==> config.mk <==
export PLATFORM = sky130hd
export DESIGN_NAME = posit_mult_arbiter
export DESIGN_NICKNAME = d
export VERILOG_FILES = /design/src/rtl/posit_defines_pkg.sv /design/src/rtl/posit_tag_fifo.sv /design/src/rtl/posit_mult_arbiter.sv
export SDC_FILE = /design/constraint.sdc
export NUM_CORES = 1
export LEC_CHECK = 0
export ABC_AREA = 1
export BUFFER_PORTS_ARGS = -buffer_cell sky130_fd_sc_hd__buf_2
export CORE_AREA = 2 2 215 217
export CTS_BUF_LIST = sky130_fd_sc_hd__clkbuf_4 sky130_fd_sc_hd__clkbuf_8
export CTS_CLUSTER_DIAMETER = 30
export DETAILED_ROUTE_END_ITERATION = 8
export DIE_AREA = 0 0 217 219
export SYNTH_ARGS = -nofsm -noshare
export SYNTH_HDL_FRONTEND = slang
export SYNTH_SLANG_ARGS = --single-unit
==> constraint.sdc <==
create_clock -name clk -period 2.89 [get_ports clk]
set_clock_uncertainty 0.05 [all_clocks]
set_input_delay 0.578 -clock clk [delete_from_list [all_inputs] [get_ports clk]]
set_output_delay 0.578 -clock clk [all_outputs]
set_load 0.05 [all_outputs]
==> src/rtl/posit_defines_pkg.sv <==
// Shared posit pack-width helpers and arbiter state type.
// Packed operand/result layout: {sign, zero, NaR, scale, fraction}, sign in the MSB.
package posit_defines;

  function automatic int frac_w_normal(input int n, input int es);
    return n - es - 3;
  endfunction

  function automatic int scale_w_normal(input int n, input int es);
    return $clog2(n) + es + 1;
  endfunction

  // Product of two normalized mantissas keeps every bit below the leading one.
  function automatic int frac_w_amult(input int n, input int es);
    return 2 * frac_w_normal(n, es) + 1;
  endfunction

  function automatic int scale_w_amult(input int n, input int es);
    return scale_w_normal(n, es) + 1;
  endfunction

  function automatic int op_w(input int n, input int es);
    return 3 + scale_w_normal(n, es) + frac_w_normal(n, es);
  endfunction

  function automatic int res_w(input int n, input int es);
    return 3 + scale_w_amult(n, es) + frac_w_amult(n, es);
  endfunction

  typedef enum logic {ARB_IDLE, ARB_LOCKED} arb_state_t;

endpackage

==> src/rtl/posit_tag_fifo.sv <==
// Synchronous FIFO holding the requester tag of every operation in flight
// through the shared multiplier.
module posit_tag_fifo #(
  parameter  int TAG_W = 2,
  parameter  int DEPTH = 4,
  localparam int CNT_W = $clog2(DEPTH + 1)
) (
  input  logic             clk,
  input  logic             rst,
  input  logic             push,
  input  logic             pop,
  input  logic [TAG_W-1:0] din,
  output logic [TAG_W-1:0] dout,
  output logic             full,
  output logic             empty,
  output logic [CNT_W-1:0] count
);
  localparam int PTR_W = $clog2(DEPTH);

  logic [TAG_W-1:0] mem [DEPTH];
  logic [PTR_W-1:0] wr_ptr, rd_ptr;
  logic             do_push, do_pop;

  assign full    = (count == CNT_W'(DEPTH));
  assign empty   = (count == '0);
  // A full FIFO refuses a push even when a pop frees a slot in the same cycle.
  assign do_push = push & ~full;
  assign do_pop  = pop & ~empty;
  assign dout    = mem[rd_ptr];

  always_ff @(posedge clk) begin
    if (rst) begin
      wr_ptr <= '0;
      rd_ptr <= '0;
      count  <= '0;
    end else begin
      if (do_push) wr_ptr <= wr_ptr + 1'b1;
      if (do_pop)  rd_ptr <= rd_ptr + 1'b1;
      count <= count + CNT_W'(do_push) - CNT_W'(do_pop);
    end
  end

  always_ff @(posedge clk) begin
    if (do_push) mem[wr_ptr] <= din;
  end

endmodule

==> src/rtl/posit_mult_arbiter.sv <==
// Window-granular round-robin sharing of one posit_mult between NUM_REQ lanes,
// with tag-based in-order routing of results back to the issuing lane.
module posit_mult_arbiter
  import posit_defines::*;
#(
  parameter  int POSIT_WIDTH  = 32,
  parameter  int POSIT_ES     = 2,
  parameter  int NUM_REQ      = 4,
  parameter  int MAX_INFLIGHT = 4,
  localparam int OPW          = op_w(POSIT_WIDTH, POSIT_ES),
  localparam int RESW         = res_w(POSIT_WIDTH, POSIT_ES)
) (
  input  logic                   clk,
  input  logic                   rst,
  input  logic [NUM_REQ-1:0]     req_rts_i,
  output logic [NUM_REQ-1:0]     req_rtr_o,
  input  logic [NUM_REQ-1:0]     req_sow_i,
  input  logic [NUM_REQ-1:0]     req_eow_i,
  input  logic [NUM_REQ*OPW-1:0] req_op1_i,
  input  logic [NUM_REQ*OPW-1:0] req_op2_i,
  output logic                   mult_rts_o,
  input  logic                   mult_rtr_i,
  output logic                   mult_sow_o,
  output logic                   mult_eow_o,
  output logic [OPW-1:0]         mult_op1_o,
  output logic [OPW-1:0]         mult_op2_o,
  input  logic                   mult_rts_i,
  output logic                   mult_rtr_o,
  input  logic [RESW-1:0]        mult_res_i,
  input  logic                   mult_sow_i,
  input  logic                   mult_eow_i,
  output logic [NUM_REQ-1:0]     res_rts_o,
  input  logic [NUM_REQ-1:0]     res_rtr_i,
  output logic [NUM_REQ-1:0]     res_sow_o,
  output logic [NUM_REQ-1:0]     res_eow_o,
  output logic [RESW-1:0]        res_o,
  output logic                   busy_o
);
  localparam int TAG_W = $clog2(NUM_REQ);
  localparam int CNT_W = $clog2(MAX_INFLIGHT + 1);

  arb_state_t       state_q, state_d;
  logic [TAG_W-1:0] grant_q, grant_d, rr_q, rr_d, pick, head;
  logic [TAG_W:0]   scan_idx;
  logic             found, lock_rts, issue, pop, tag_full, tag_empty;
  logic [CNT_W-1:0] tag_count;
  logic [OPW-1:0]   op1_arr [NUM_REQ];
  logic [OPW-1:0]   op2_arr [NUM_REQ];

  always_comb begin
    for (int i = 0; i < NUM_REQ; i++) begin
      op1_arr[i] = req_op1_i[i*OPW +: OPW];
      op2_arr[i] = req_op2_i[i*OPW +: OPW];
    end
  end

  // Round-robin scan: first requesting lane at or after the rr pointer.
  always_comb begin
    found    = 1'b0;
    pick     = '0;
    scan_idx = '0;
    for (int i = 0; i < NUM_REQ; i++) begin
      scan_idx = {1'b0, rr_q} + (TAG_W+1)'(i);
      if (scan_idx >= (TAG_W+1)'(NUM_REQ)) scan_idx = scan_idx - (TAG_W+1)'(NUM_REQ);
      if (!found && req_rts_i[scan_idx[TAG_W-1:0]]) begin
        found = 1'b1;
        pick  = scan_idx[TAG_W-1:0];
      end
    end
  end

  assign lock_rts = (state_q == ARB_LOCKED) & req_rts_i[grant_q] & ~tag_full;
  assign issue    = lock_rts & mult_rtr_i;

  always_comb begin
    state_d    = state_q;
    grant_d    = grant_q;
    rr_d       = rr_q;
    req_rtr_o  = '0;
    mult_rts_o = 1'b0;
    mult_sow_o = 1'b0;
    mult_eow_o = 1'b0;
    mult_op1_o = '0;
    mult_op2_o = '0;
    unique case (state_q)
      ARB_IDLE: begin
        if (found) begin
          state_d = ARB_LOCKED;
          grant_d = pick;
        end
      end
      ARB_LOCKED: begin
        mult_rts_o         = lock_rts;
        req_rtr_o[grant_q] = mult_rtr_i & ~tag_full;
        mult_sow_o         = req_sow_i[grant_q];
        mult_eow_o         = req_eow_i[grant_q];
        mult_op1_o         = op1_arr[grant_q];
        mult_op2_o         = op2_arr[grant_q];
        // The release cycle never regrants, leaving one idle issue slot between windows.
        if (issue && req_eow_i[grant_q]) begin
          state_d = ARB_IDLE;
          rr_d    = (grant_q == TAG_W'(NUM_REQ - 1)) ? '0 : grant_q + 1'b1;
        end
      end
      default: state_d = ARB_IDLE;
    endcase
  end

  always_ff @(posedge clk) begin
    if (rst) begin
      state_q <= ARB_IDLE;
      grant_q <= '0;
      rr_q    <= '0;
    end else begin
      state_q <= state_d;
      grant_q <= grant_d;
      rr_q    <= rr_d;
    end
  end

  posit_tag_fifo #(
    .TAG_W (TAG_W),
    .DEPTH (MAX_INFLIGHT)
  ) u_tag_fifo (
    .clk   (clk),
    .rst   (rst),
    .push  (issue),
    .pop   (pop),
    .din   (grant_q),
    .dout  (head),
    .full  (tag_full),
    .empty (tag_empty),
    .count (tag_count)
  );

  // Results come back in issue order, so the FIFO head names the owner.
  always_comb begin
    res_rts_o = '0;
    res_sow_o = '0;
    res_eow_o = '0;
    if (!tag_empty) begin
      res_rts_o[head] = mult_rts_i;
      res_sow_o[head] = mult_sow_i;
      res_eow_o[head] = mult_eow_i;
    end
  end

  assign mult_rtr_o = res_rtr_i[head] & ~tag_empty;
  assign pop        = mult_rts_i & mult_rtr_o;
  assign res_o      = tag_empty ? '0 : mult_res_i;
  assign busy_o     = (state_q == ARB_LOCKED) | ~tag_empty;

  a_no_orphan_result: assert property (@(posedge clk) disable iff (rst)
    !(mult_rts_i && tag_empty));
  a_count_bound: assert property (@(posedge clk) disable iff (rst)
    tag_count <= CNT_W'(MAX_INFLIGHT));

endmodule

# [Word-level counts from Yosys, hierarchy flattened]
# Memory sizes are Yosys's and may differ from the RTL's. A register that Yosys moved wholly into a read port is not among the register bits.
# Cells that the tools add are included.
[totals] register_bits=12 latchBits=0 mem_bits_rw=8 mem_bits_ro=0 input_bits=393 out_inout_bits=164 wordCells=119 mem_count=1
[memory_table] memory="u_tag_fifo.mem" words=4 word_bits=2 rd=1 rd_ports_with_merged_regs=1 wr=1 line_no="posit_tag_fifo.sv:20" rtl="logic [TAG_W-1:0] mem [DEPTH];"
[classes] add_sub_neg=12 n_mul=0 div_mod_pow=0 order_cmp=13 n_eq_ne=2 shift=0 muxes=56 n_bitwise=17 n_reduce_logical=12
[op_table] op="$mux 38" count=6
[op_table] op="$bmux 38 s2" count=2
[op_table] op="$mux 67" count=1
[op_table] op="$mux 2" count=11
[op_table] op="$mux 1" count=21
[op_table] op="$lt 2x3->1 const B" count=6
[op_table] op="$and 4x4->4" count=4
[op_table] op="$bmux 1 s2" count=8
[op_table] op="$mux 4" count=4
[op_table] op="$ge 3x3->1 const B" count=4
[op_table] op="$and 1x1->1" count=8
[op_table] op="$sub 2x1->2 const B" count=4
[op_table] op="$add 2x1->2 const B" count=3
[op_table] op="$add 2x2->3 const B" count=2
[op_table] op="$logic_and 1x1->1" count=6
[op_table] op="$demux 1 s2" count=2
[op_table] op="$ge 2x1->1 const B" count=2
[op_table] op="$reduce_and 2->1" count=2
[op_table] op="$add 2x1->3 const B" count=1
[op_table] op="$add 3x1->3" count=1
[op_table] op="$eq 3x3->1 const B" count=1
[op_table] op="$ge 2x3->1 const B" count=1
[op_table] op="$logic_not 1->1" count=3
[op_table] op="$logic_not 3->1" count=1
[op_table] op="6 further kinds" count=8

# [Depth between registers and ports, before layout]
[depth] word_depth=16 ltp_mapped=17

# [Cells and area by module]
# Synthesis repeated with hierarchy kept, for this count alone.
[hier_totals] cells_unflattened=972 hier_area_um2=4658.2
[modules_own_cells] mod="posit_mult_arbiter" n_inst=1 cells_per_inst=884 area_each_um2=3863.7 seq_area_each_um2=100.1
[modules_own_cells] mod="posit_tag_fifo" n_inst=1 cells_per_inst=88 area_each_um2=794.5 seq_area_each_um2=420.4

# [Worst setup path before layout]
# Ideal clock, no wire load.
[synth_timing] path_kind="register to output" startpoint="register grant_q[1]" endpoint="output mult_op2_o[10]" t_arrival_ps=1946 path_slack_ps=316 stages_incl_launch_ff=8 path_buffers=3 cell_sequence="dfxtp_1 -> buf_2 -> inv_2 -> buf_2 -> buf_1 -> nor2_1 -> o21ai_0 -> a21oi_1"
[synth_via] elab_chain_cells=5
[synth_rtl] element="start, declared" line_no="posit_mult_arbiter.sv:43" rtl="logic [TAG_W-1:0] grant_q, grant_d, rr_q, rr_d, pick, head;"
[synth_rtl] element="start signal, assigned" line_no="posit_mult_arbiter.sv:116" rtl="grant_q <= grant_d;"
[synth_rtl] element="$not 2->3 (not written as such)" line_no="posit_mult_arbiter.sv:98" rtl="mult_op2_o = op2_arr[grant_q];"
[synth_rtl] element="$bmux 38 s2" line_no="posit_mult_arbiter.sv:98"
[synth_rtl] element="$mux 38 (not written as such) (2 in series)" line_no="posit_mult_arbiter.sv:98"
[synth_rtl] element="$mux 38" line_no="posit_mult_arbiter.sv:85" rtl="unique case (state_q)"
[synth_rtl] element="end, declared" line_no="posit_mult_arbiter.sv:26" rtl="output logic [OPW-1:0] mult_op2_o,"
# Every way passes these cells. The select of a mux whose other input is x is not followed.

# [Final worst setup path]
[layout_timing] startpoint="register grant_q[0]" endpoint="output mult_op2_o[26]"
# The elaborated chain is that of the path after synthesis.

==> flow_summary.ini <==
[clocking]
root_buffer = clkbuf_8
holdBufCountCts = 0
cts_buffer_depth = 2
cts_setup_buffers = 0
path_clk_slew_ps = 80
cts_max_level = 1
cts_tree = done
cts_made_buffers = 3
clkLatencyLatePin_ps = 260
cts_sinks = 22

[logic_synthesis]
synth.top_cells.by_count = nor2_1, o21ai_0, inv_1
synth_nets = 1367
synth_top_cell_area_share_pct = 33.4
ys_warn_count = 0
synthArstFlopShare_pct = 0
synth_edf_count = 8
synth-seq-cells = 22
synthDistinctLibCells = 28
syn-cell-area_um2 = 4620
ys.flop_type = dfxtp_1
syn_inst = 963
synth-seq-area-share_pct = 11.3
yosysTopAreaCell = nor2_1
syn_avg_cell_area_um2 = 4.80
yosysMostFrequentCell = nor2_1
synthTopCellsByArea = nor2_1, o21ai_0, a21oi_1

[die]
die_area_um2 = 47500
start_util_pct = 10.2
core_um2 = 45100
rows = 78
die_w_um = 217
pin_count = 557
die_height_um = 219

[setup_path]
endpoint_kind = output pin
cpMostUsedCell = nor2_1
worstRegToRegCells = 17
slowest_delay_ps = 550
crit_fanout = 30
crit_type = flip-flop to output pin
cp-start-kind = flip-flop
crit_required_ps = 2260
crit_arrival_ps = 2120
cpMaxStageDelayCell = dfxtp_4
worstPathCellList = buf_12 > buf_4 > nor2_1 > nor2_1 > o21ai_0 > a21oi_1 > buf_2
rrSetupSlack_ps = 440
reg2reg_to = u_tag_fifo.count[2]

[power]
cellPowerDensity_nw_per_um2 = 780
power.total_uw = 6460
p_sw_uw = 4540
p_sw_share_pct = 70.3
clock_power_share_pct = 4.4
ir_drop_mv = 0.849
intPower_uw = 1920
p_leak_uw = 0.00470
pwr-share-comb_pct = 88.6
seqPwrFrac_pct = 7.0

[finish]
drive_gt1_share_pct = 40.9
fillers = 5407
multi_input_area_um2 = 3420
syn_to_final_growth_pct = 79.4
postLayoutCellArea_um2 = 8290
layout.area.seq_um2 = 528
layout.nets = 1883

[placement]
port_buffers = 556
gp_congestion = 0.872
placed_area_um2 = 8200
hpwl_um = 25600

[routing]
vias = 7930
viasPerCell = 3.81
routed_wl_um = 30300
detail_route.iter0.violations = 312
post_drt_wl_per_cell_um = 14.5
dr.pass1.iters = 5
drc_errors = 0
antenna_left = 0

[sta]
final.setup.tns_ps = 0
hold_viol = 0
max_slew_margin_pct = 62.5
hold_slack_ps = 455
min_period_ps = 2750
setup_viol = 0
slew_violations = 0
worstMarginPinSlew_ps = 557
grt_setup_unrepaired = no
finalCritPeriodShare_pct = 95.1
fmax_mhz = 364

[global_routing]
grt_antenna_before_repair = 20
grt_max_degree = 86
grtUsageTotal_pct = 11.6
gr-total-overflow = 0
grt_pass1_vias = 7135
grt_pass1_wl_um = 41800

[run]
max-cap-violations = 0

[hold_path]
hold_depth = 2
hold_path.class = flip-flop to flip-flop
hold_end = u_tag_fifo.rd_ptr[1]
hold_start = u_tag_fifo.rd_ptr[1]

[outcome]
status = finished clean
logic make-up (layout without fill, tap and decap cells):
family                     count (synthesis)  count (layout)  share of synthesized area (%)
buffers and inverters                    173             688                           14.9
and+or+nand+nor                          498             498                           42.1
AOI/OAI and AO/OA                        256             256                           27.8
adders and majority gates                 11              11                           3.14
DFF                                       22              22                           11.3
xor gates and xnor gates                   3               3                          0.732
other                                      0               4                              0
worst max-delay path by stage:
stage,startpoint,end,slack [ps]
global placement,grant_q[0],mult_op2_o[35],340
detailed placement,grant_q[0],mult_op2_o[35],330
CTS,grant_q[0],mult_op2_o[35],30
global route,grant_q[0],mult_op2_o[33],9
floorplan,grant_q[1],mult_op2_o[10],320
finish,grant_q[0],mult_op2_o[26],140
stage by stage:
stage               util [%]  cells  setup slack (ps)
global placement        18.2   2074               336
global route            18.4   2081              9.39
detailed placement      18.2   2074               328
floorplan                  -    963               316
finish                  18.4   2082               141
CTS                     18.4   2078              29.3
critical path: cells and delay by family, from the launching register on:
kind | cells | cell delay (ps)
and+or+nand+nor | 2 | 150
buffers and inverters | 3 | 780
AOI/OAI and AO/OA | 2 | 360
DFF | 1 | 550
area by class of cell:
type,instances,area share [%]
antenna,4,0.121
clock buffer,3,0.498
clock inverter,1,0.362
inverter,106,4.89
multi-input combinational,768,41.2
sequential,22,6.37
tap,600,9.06
timing repair buffer,578,37.5
layout by cell type, fill, tap and decap left out:
cell type / synthesis / routed
nor2_2: 2 / 2
xor2_1: 2 / 2
nand3_2: 1 / 1
nand3_4: 1 / 1
nand3_1: 11 / 11
o21ai_2: 1 / 1
edfxtp_1: 8 / 8
o21ai_1: 8 / 8
bufinv_16: 0 / 1
nand3b_1: 1 / 1
buf_2: 22 / 553
diode_2: 0 / 4
inv_1: 98 / 98
nor2_1: 411 / 411
inv_2: 8 / 5
fa_1: 1 / 1
dfxtp_1: 14 / 12
inv_6: 0 / 1
nand2_2: 5 / 5
ha_1: 10 / 10
nor2_4: 1 / 1
xor2_2: 1 / 1
nand4_1: 3 / 3
buf_4: 1 / 13
o21ai_0: 158 / 158
dfxtp_4: 0 / 2
clkinv_2: 0 / 2
a21oi_1: 89 / 89
nor3_4: 0 / 1
nand2_1: 61 / 61
buf_12: 0 / 12
clkbuf_8: 0 / 3
layer usage:
metal  up-vias  routed length, µm  GRT usage (%)
met5         -                109              0
met1      3358              11400           12.9
met2       449              15500           22.5
met3        58               2640           2.33
li1       4049                  -              -
met4        16                661           2.19
state kept, by name (all words and copies together) (netlist names), named ones only:
signal / flops
u_tag_fifo.mem: 8
u_tag_fifo.rd_ptr: 2
rr_q: 2
u_tag_fifo.wr_ptr: 2
grant_q: 2
u_tag_fifo.count: 3
state_q: 1
what timing repair did:
action / 4_1_cts / 5_1_grt
hold endpoints to repair: 0 / 0
gates resized for setup: 0 / 1
endpoints found under the setup margin: 0 / 1
power groups by stage:
stage	sequential [µW]	clock, µW	combinational, µW
2_1_floorplan	423	0	4180
3_3_place_gp	458	0	5800
3_5_place_dp	459	0	5800
4_1_cts	451	289	5810
5_1_grt	460	304	6170
6_report	452	283	5730
No activity file was read; power rests on OpenSTA's default activity.
